## config.mk

```make
export PLATFORM = sky130hd
export DESIGN_NAME = sprite_ram_loader
export DESIGN_NICKNAME = d
export VERILOG_FILES = /design/src/rtl/sprite_pkg.sv /design/src/rtl/rle_run_counter.sv /design/src/rtl/sprite_ram_loader.sv
export SDC_FILE = /design/constraint.sdc
export NUM_CORES = 1
export LEC_CHECK = 0
export BUFFER_PORTS_ARGS = -buffer_cell sky130_fd_sc_hd__buf_4
export CELL_PAD_IN_SITES_DETAIL_PLACEMENT = 0
export CELL_PAD_IN_SITES_GLOBAL_PLACEMENT = 1
export CORE_ASPECT_RATIO = 0.75
export CORE_MARGIN = 2
export CORE_UTILIZATION = 42
export CTS_CLUSTER_SIZE = 40
export DETAILED_ROUTE_END_ITERATION = 7
export MAX_ROUTING_LAYER = met4
export PLACE_DENSITY = 0.8
export SYNTH_ARGS = -nofsm -noshare
export SYNTH_HDL_FRONTEND = slang
export SYNTH_SLANG_ARGS = --single-unit
```

## constraint.sdc

```tcl
create_clock -name clk -period 3.3 [get_ports clk]
set_input_delay 0.165 -clock clk [delete_from_list [all_inputs] [get_ports clk]]
set_output_delay 0.165 -clock clk [all_outputs]
set_load 0.01 [all_outputs]
```

## src/rtl/sprite_pkg.sv

```systemverilog
// rtl/sprite_pkg.sv - shared constants and enums for the sprite RAM loader
//
// Purpose: sprite RAM geometry, palette limit, reserved sprite indices,
//          loader FSM state encoding and error code encoding.
// Ports:   none (package).
package sprite_pkg;

  localparam int ADDR_W      = 11;
  localparam int DEPTH       = 1707;
  localparam int MAX_PALETTE = 31;

  // Reserved words at the top of sprite RAM used by the colour mapper.
  localparam int IDX_BG      = 1704;
  localparam int IDX_TERRAIN = 1705;
  localparam int IDX_BLANK   = 1706;

  typedef enum logic [2:0] {
    ST_IDLE,
    ST_CHECK,
    ST_GET_COUNT,
    ST_GET_PIXEL,
    ST_WRITE,
    ST_DONE,
    ST_ERROR
  } loader_state_t;

  typedef enum logic [1:0] {
    ERR_NONE  = 2'd0,
    ERR_RANGE = 2'd1,
    ERR_BYTE  = 2'd2,
    ERR_LEN   = 2'd3
  } err_code_t;

endpackage

```

## src/rtl/rle_run_counter.sv

```systemverilog
// rtl/rle_run_counter.sv - expands one RLE run into consecutive RAM writes
//
// Purpose: holds the next write address and the pixels left in the load
//          window; on load, emits one registered write per cycle for the
//          run length and flags the last write of the run / window.
// Ports:
//   clk, reset_n        clock, asynchronous active-low reset
//   init                load window start address and pixel count
//   init_addr           first address of the window
//   init_remaining      pixel count of the window
//   load                start a run (first write appears next cycle)
//   run, palette        run length (>=1) and palette index for this run
//   we, write_address,
//   data_in             registered RAM write port
//   remaining           pixels still unwritten in the window
//   run_end             current write is the last of the run
//   load_end            window fully written (valid alongside run_end)
module rle_run_counter
  import sprite_pkg::*;
(
  input  logic              clk,
  input  logic              reset_n,
  input  logic              init,
  input  logic [ADDR_W-1:0] init_addr,
  input  logic [ADDR_W:0]   init_remaining,
  input  logic              load,
  input  logic [7:0]        run,
  input  logic [7:0]        palette,
  output logic              we,
  output logic [ADDR_W-1:0] write_address,
  output logic [7:0]        data_in,
  output logic [ADDR_W:0]   remaining,
  output logic              run_end,
  output logic              load_end
);

  logic [ADDR_W-1:0] addr;
  logic [7:0]        run_left;
  logic              step;

  // A write is issued on the load cycle and then while the run has pixels left.
  assign step     = load | (we & (run_left != 8'd0));
  assign run_end  = we & (run_left == 8'd0);
  assign load_end = (remaining == '0);

  always_ff @(posedge clk or negedge reset_n) begin
    if (!reset_n) begin
      we            <= 1'b0;
      write_address <= '0;
      data_in       <= 8'd0;
      addr          <= '0;
      remaining     <= '0;
      run_left      <= 8'd0;
    end else begin
      we <= step;
      if (init) begin
        addr      <= init_addr;
        remaining <= init_remaining;
      end else if (step) begin
        write_address <= addr;
        addr          <= addr + ADDR_W'(1);
        remaining     <= remaining - (ADDR_W+1)'(1);
      end
      // run_left counts writes still to come after the one being issued.
      if (load) begin
        run_left <= run - 8'd1;
        data_in  <= palette;
      end else if (step) begin
        run_left <= run_left - 8'd1;
      end
    end
  end

endmodule

```

## src/rtl/sprite_ram_loader.sv

```systemverilog
// rtl/sprite_ram_loader.sv - RLE byte stream to sprite RAM write-port loader
//
// Purpose: accepts (count, palette) byte pairs over valid/ready and expands
//          them into single-cycle writes into a caller-chosen address window.
// Ports:
//   clk, reset_n      pixel clock, asynchronous active-low reset
//   start             load request, honoured only when idle
//   base_addr, length load window (length 0..DEPTH pixels)
//   in_data, in_valid,
//   in_last, in_ready stream of alternating count/palette bytes
//   we, write_address,
//   data_in           sprite RAM write port
//   busy, done        run in progress / one-cycle success pulse
//   err_code          0 none, 1 range, 2 bad byte, 3 length mismatch (sticky)
module sprite_ram_loader
  import sprite_pkg::*;
(
  input  logic              clk,
  input  logic              reset_n,
  input  logic              start,
  input  logic [ADDR_W-1:0] base_addr,
  input  logic [ADDR_W:0]   length,
  input  logic [7:0]        in_data,
  input  logic              in_valid,
  input  logic              in_last,
  output logic              in_ready,
  output logic              we,
  output logic [ADDR_W-1:0] write_address,
  output logic [7:0]        data_in,
  output logic              busy,
  output logic              done,
  output logic [1:0]        err_code
);

  loader_state_t state, state_nx;
  logic [1:0]        err_nx;
  logic [ADDR_W-1:0] base_q;
  logic [ADDR_W:0]   len_q;
  logic [7:0]        run_q;
  logic              pair_last;
  logic              xfer;
  logic              cnt_init, cnt_load;
  logic [ADDR_W:0]   remaining;
  logic              run_end, load_end;
  logic [ADDR_W+1:0] end_sum;
  logic [ADDR_W:0]   run_ext;

  assign xfer    = in_valid & in_ready;
  assign end_sum = {2'b00, base_q} + {1'b0, len_q};
  assign run_ext = {{(ADDR_W-7){1'b0}}, run_q};

  rle_run_counter u_counter (
    .clk            (clk),
    .reset_n        (reset_n),
    .init           (cnt_init),
    .init_addr      (base_q),
    .init_remaining (len_q),
    .load           (cnt_load),
    .run            (run_q),
    .palette        (in_data),
    .we             (we),
    .write_address  (write_address),
    .data_in        (data_in),
    .remaining      (remaining),
    .run_end        (run_end),
    .load_end       (load_end)
  );

  always_comb begin
    state_nx = state;
    err_nx   = err_code;
    cnt_init = 1'b0;
    cnt_load = 1'b0;
    case (state)
      ST_IDLE: begin
        if (start) begin
          state_nx = ST_CHECK;
          err_nx   = ERR_NONE;
        end
      end
      ST_CHECK: begin
        if (end_sum > (ADDR_W+2)'(DEPTH)) begin
          state_nx = ST_ERROR;
          err_nx   = ERR_RANGE;
        end else if (len_q == '0) begin
          state_nx = ST_DONE;
        end else begin
          state_nx = ST_GET_COUNT;
          cnt_init = 1'b1;
        end
      end
      ST_GET_COUNT: begin
        if (xfer) begin
          if (in_data == 8'd0) begin
            state_nx = ST_ERROR;
            err_nx   = ERR_BYTE;
          end else if (in_last) begin
            state_nx = ST_ERROR;
            err_nx   = ERR_LEN;
          end else begin
            state_nx = ST_GET_PIXEL;
          end
        end
      end
      ST_GET_PIXEL: begin
        if (xfer) begin
          if (in_data > 8'(MAX_PALETTE)) begin
            state_nx = ST_ERROR;
            err_nx   = ERR_BYTE;
          end else if (run_ext > remaining) begin
            state_nx = ST_ERROR;
            err_nx   = ERR_LEN;
          end else begin
            state_nx = ST_WRITE;
            cnt_load = 1'b1;
          end
        end
      end
      ST_WRITE: begin
        // The window must end exactly on the pair that carried in_last.
        if (run_end) begin
          if (load_end == pair_last) begin
            state_nx = load_end ? ST_DONE : ST_GET_COUNT;
          end else begin
            state_nx = ST_ERROR;
            err_nx   = ERR_LEN;
          end
        end
      end
      ST_DONE:  state_nx = ST_IDLE;
      ST_ERROR: state_nx = ST_IDLE;
      default:  state_nx = ST_IDLE;
    endcase
  end

  // Status outputs are registered from the next state so they line up with it.
  always_ff @(posedge clk or negedge reset_n) begin
    if (!reset_n) begin
      state     <= ST_IDLE;
      err_code  <= 2'd0;
      in_ready  <= 1'b0;
      busy      <= 1'b0;
      done      <= 1'b0;
      base_q    <= '0;
      len_q     <= '0;
      run_q     <= 8'd0;
      pair_last <= 1'b0;
    end else begin
      state    <= state_nx;
      err_code <= err_nx;
      in_ready <= (state_nx == ST_GET_COUNT) || (state_nx == ST_GET_PIXEL);
      busy     <= (state_nx == ST_CHECK) || (state_nx == ST_GET_COUNT) ||
                  (state_nx == ST_GET_PIXEL) || (state_nx == ST_WRITE);
      done     <= (state_nx == ST_DONE);
      if (state == ST_IDLE && start) begin
        base_q <= base_addr;
        len_q  <= length;
      end
      if (state == ST_GET_COUNT && xfer) run_q <= in_data;
      if (state == ST_GET_PIXEL && xfer) pair_last <= in_last;
    end
  end

endmodule
```

After elaboration in Yosys (flattened, before gate mapping). Cells that the tools add are included. W data, S select, Z words.

Add/sub/neg operators: 5. Magnitude comparators: 3. Equal/unequal tests: 18. Multiplexer cells: 37. Bitwise operators: 5. Reductions and logical operators: 18.

Operators with widths (number): $mux W3 (10); $logic_not A12 Y1 (2); $mux W12 (2); $mux W2 (12); $mux W11 (2); $logic_not A8 Y1 (2); $mux W8 (2); $sub A8 B1 Y8 const B (2); $pmux W3 S5 (1); $add A11 B12 Y13 (1); $gt A13 B11 Y1 const B (1); $eq A3 B2 Y1 const B (4); $gt A8 B12 Y1 (1); $ne A2 B2 Y1 const B (6); $sub A12 B1 Y12 const B (1); $add A11 B1 Y11 const B (1); $pmux W2 S5 (1); $eq A3 B3 Y1 const B (3); $reduce_and A9 Y1 (1); $gt A8 B5 Y1 const B (1); $reduce_bool A8 Y1 (1); $mux W1 (7); $eq A3 B1 Y1 const B (2); $ne A3 B3 Y1 const B (2); 10 further kinds (18).

Bits in registers: 91. Input port bits: 36. Output and inout bits: 25.

Logic depth before layout (Yosys ltp).
Depth after elaboration: 9. Mapped depth: 14.

Cells and area by module. From an unflattened synthesis, not the netlist that was laid out.

Cells, all modules: 555. Area, all modules: 5619.1 um^2.

By module, submodules not included: rle_run_counter (times used 1, cells each 299, area an instance 3030.4 um^2); sprite_ram_loader (times used 1, cells each 256, area an instance 2588.7 um^2).

Worst setup path after synthesis. OpenSTA, ideal clock, no wires.

Kind: register to register. Start: reg len_q[0]. End: reg u_counter.addr[0]. Setup time: 0.125 ns. Arrival time: 3.039 ns. Slack: 0.135 ns. Stages on the path, launching flop included: 13. Buffers on the path: 1. Cell sequence: dfrtp_1 -> ha_1 -> inv_1 -> fa_1 -> and2b_1 -> o2111ai_1 -> and2_1 -> a31o_2 -> o32a_1 -> o32ai_4 -> nand2_4 -> buf_6 -> mux2_4.

Word-level cells in the longest chain between the ends: 5.

Ends and longest elaborated chain: from (decl) (RTL line sprite_ram_loader.sv:38) `logic [ADDR_W:0] len_q;`; from (signal assigned) (RTL line sprite_ram_loader.sv:157) `len_q <= length;`; $add A11 B12 Y13 / $logic_not A12 Y1 (equally long branches) (RTL line sprite_ram_loader.sv:49, sprite_ram_loader.sv:85); $gt A13 B11 Y1 / $mux W1 (equally long branches) (RTL line sprite_ram_loader.sv:82, sprite_ram_loader.sv:85); $mux W1 (*) (RTL line sprite_ram_loader.sv:82) `if (end_sum > (ADDR_W+2)'(DEPTH)) begin`; $mux W1 (*) (RTL line sprite_ram_loader.sv:74) `case (state)`; $mux W11 / $reduce_bool A2 Y1 (equally long branches); to (signal assigned) (RTL line rle_run_counter.sv:57) `addr <= init_addr;`; to (signal assigned) (RTL line rle_run_counter.sv:61) `addr <= addr + ADDR_W'(1);`; to (decl) (RTL line rle_run_counter.sv:37) `logic [ADDR_W-1:0] addr;`.

Every way passes the cells marked *; elsewhere a longest branch is shown, timed or not. A chain may end at the register's enable or synchronous reset.

Worst setup path after layout.
Start: reg len_q[0]. End: reg u_counter.addr[9].

The elaborated chain is that of the path after synthesis.

==> impl_metrics.yaml <==
status:
  status: "finished, violations left"
  violations: "negative hold slack"
setup_path:
  r2r_slack_ps: 10
  regToRegStartpoint: "len_q[0]$_DFFE_PN0P_"
  worst_path_max_delay_cell: "dfrtp_1"
  cp.required_ps: 3530
  reg2reg_to: "u_counter.addr[9]$_DFFE_PN0P_"
  setup.worst_path.end_class: "flip-flop"
  critPathKind: "reg2reg"
  cp-endpoint: "u_counter.addr[9]$_DFFE_PN0P_"
  path_cells: "ha_4 -> inv_2 -> fa_2 -> and2b_2 -> o2111ai_2 -> and2_4 -> a31o_4 -> o32a_1 -> o32ai_4 -> buf_6 -> nand2_8 -> buf_12 -> mux2_4"
  cp.depth: 13
  cp_top_family: "compound AO/OA/AOI/OAI gates"
  cp-start-kind: "flip-flop"
  critPathBufInv: 3
  slowest_delay_ps: 400
  setup.worst_path.start: "len_q[0]$_DFFE_PN0P_"
  r2r_cells: 13
  cp.arrival_ps: 3520
  cp_max_fo: 12
timing:
  fin_ws_ps: 10.86
  min_period_ps: 3289
  fmaxAchievable_mhz: 304.0
  tightest_slew_ps: 971.9
  rsz0062_at_grt: "yes"
  period_share_pct: 99.67
  timing.final.hold_violations: 33
  maxSlewHeadroom_pct: 35.21
  whs_ps: -26.58
  slew_viol_final: 0
  finClkSkew_ps: 10.80
  setup_viol: 0
clocking:
  cts_buffers: 9
  cts_tree: "done"
  clock_latency_ps: 350
  htreeDepth: 3
  clk_pin_slew_ps: 70
  cts_buffer_depth: 2
  clockRootBuffer: "clkbuf_16"
  cts_sinks: 91
  postCtsHoldBufs: 0
placed_design:
  gp_congestion: 0.8635
  hpwl_um: 9283
  dpl_worst_slack_ps: -232.4
  port_buffers: 60
  dpl.cell_count: 718
floorplan:
  die_area_sq_um: 13400
  die_x_um: 133.0
  core_sq_um: 12220
  die_h_um: 100.7
  num_rows: 35
  start_util_pct: 42.90
  io-pin-count: 61
run:
  maxCapViolCount: 0
power_and_ir_drop:
  p_per_area_nw_per_um2: 1112
  leakage_nw: 2.998
  p_total_mw: 7.250
  ir_drop_mv: 0.5571
cells_and_area:
  diodes: 0
  area_delta_synth_final_pct: 24.37
  fin_cells: 745
  drive_above_1_share_pct: 34.54
  fill_cells: 1054
  nets: 636
synth:
  avgSynthCellArea_sq_um: 10.94
  yosysSeqAreaShare_pct: 43.45
  ys_ff_latch: 91
  synth_enable_flop_cells: 0
  syn_inst: 479
  ys.flop_type: "dfrtp_1"
  synth.distinct_cells: 61
  ys_warn_count: 0
  async_flop_share_pct: 100.0
  syn_nets: 541
  netlist_area_sq_um: 5241
drt:
  viasPerCell: 5.385
  ant_nets: 0
  routedWlPerCell_um: 16.75
  via_count: 4012
  dr.pass1.iters: 5
  routed_wl_um: 12480
  drt_iter0_markers: 324
  drt_drc_violations_left: 0
global_route:
  antenna_found_initial: 0
  grt_usage_pct: 19.79
  grt_pass1_vias: 3926
  gr-total-overflow: 0
  grt_pass1_wl_um: 20380
  grt_max_degree: 77
worst_hold_path:
  hp-class: "in2async"
-- metal layers --
layer | vias up | routed length (um) | global-route usage, %
met5 | - | 0 | -
met4 | 0 | 136 | 4.301
met3 | 14 | 709 | 4.726
met2 | 117 | 5426 | 28.78
met1 | 1945 | 6207 | 28.16
li1 | 1936 | - | -
-- kinds of logic (layout without fill, tap and decap cells) --
logic type | Yosys count | after routing | synth area share, %
adders and majority gates | 26 | 26 | 6.350
AOI/OAI and AO/OA | 84 | 84 | 10.96
DFF | 91 | 91 | 43.45
muxes | 71 | 71 | 16.97
and+or+nand+nor | 141 | 141 | 13.94
xor gates and xnor gates | 33 | 33 | 5.514
buffers and inverters | 33 | 133 | 2.817
-- how the worst min path moves through the flow --
stage,startpoint,to,slack (ps),cells past startpoint
floorplan,reset_n,base_q[0]$_DFFE_PN0P_,-130,0
global placement,reset_n,u_counter.data_in[5]$_DFFE_PN0P_,380,1
detailed placement,reset_n,u_counter.data_in[7]$_DFFE_PN0P_,390,1
CTS,reset_n,u_counter.run_left[4]$_DFFE_PN0P_,20,1
global route,base_addr[1],base_q[1]$_DFFE_PN0P_,40,3
finish,reset_n,u_counter.data_in[4]$_DFFE_PN0P_,-30,1
-- metrics by stage --
step	utilization [%]	TNS [ps]	instance area (sq um)
final	53.35	0	6519
after global placement	49.34	-697.5	6028
after floorplan	-	0	5241
after global routing	53.35	-1090	6519
after detailed placement	49.34	-4460	6028
after CTS	51.90	0	6341
-- worst reg2reg max path, cell delays in order, from the launching register on --
cell and delay (ps):
dfrtp_1 400, ha_4 160, inv_2 40, fa_2 340
and2b_2 250, o2111ai_2 120, and2_4 180, a31o_4 230
o32a_1 380, o32ai_4 380, buf_6 180, nand2_8 70
buf_12 170, mux2_4 300
-- power breakdown --
part | leakage [nW] | switching [mW] | internal, mW
sequential | 1.11 | 0.587 | 1.64
combinational | 1.75 | 1.91 | 2.13
clock | 0.137 | 0.458 | 0.521
total | 3.00 | 2.96 | 4.29
-- sequential cells by signal, indices dropped and copies added (netlist names) --
register,flops
len_q,12
u_counter.addr,11
in_ready,1
u_counter.remaining,12
u_counter.we,1
u_counter.write_address,11
err_code,2
done,1
busy,1
pair_last,1
u_counter.data_in,8
run_q,8
base_q,11
u_counter.run_left,8
state,3
-- synthesized netlist by cell type, types with 3 or more instances --
library cell	n	area, sq um
dfrtp_1	91	2277
o211ai_1	4	30.03
nor4_1	9	56.30
nand3_1	14	70.07
mux2_4	26	390.4
nor2b_1	6	37.54
nand2_1	35	131.4
o21a_1	5	37.54
o22ai_1	4	25.02
nor2_1	22	82.58
a21oi_1	23	115.1
nand4_1	12	75.07
nand2b_1	5	31.28
or2_2	3	18.77
inv_1	19	71.32
a21o_1	7	52.55
xnor2_1	16	140.1
xor2_1	17	148.9
o21ai_0	14	70.07
a211oi_1	3	22.52
a31oi_1	3	18.77
ha_1	25	312.8
o41ai_1	3	26.28
and2_1	3	18.77
buf_6	3	33.78
mux2_2	39	439.2
mux2i_1	6	60.06
nor3_1	15	75.07
clkbuf_1	9	33.78
-- repair_timing --
action | in CTS | in global routing
endpoints found under the setup margin | 32 | 36
buffers inserted | 1 | 9
pin swaps | 1 | 8
gates resized for setup | 6 | 16
cloned | 0 | 1
-- area by class of cell --
cell class / count / area, sq um / area share [%]
Clock buffer: 9 / 225.2 / 3.455
Tap cell: 166 / 207.7 / 3.186
Sequential cell: 91 / 2278 / 34.95
Timing Repair Buffer: 97 / 787.0 / 12.07
Multi-Input combinational cell: 355 / 2889 / 44.32
Clock inverter: 7 / 56.30 / 0.8637
Inverter: 20 / 75.07 / 1.152
-- cell usage in the layout (no fill, tap or decap), types with 4 or more instances in the layout --
master / instances
mux2i_1: 5
nand3_1: 14
o211ai_1: 4
mux2_2: 39
buf_4: 92
nand2_1: 35
xnor2_1: 16
inv_6: 4
a21o_1: 7
ha_1: 23
inv_1: 18
o22ai_1: 4
a21oi_1: 23
xor2_1: 17
mux2_4: 26
clkbuf_16: 10
nand2b_1: 5
nor4_1: 8
nand4_1: 12
nor3_1: 15
dfrtp_1: 90
nor2b_1: 6
o21ai_0: 14
o21a_1: 5
nor2_1: 22
Power figures use the tool's default switching activity.
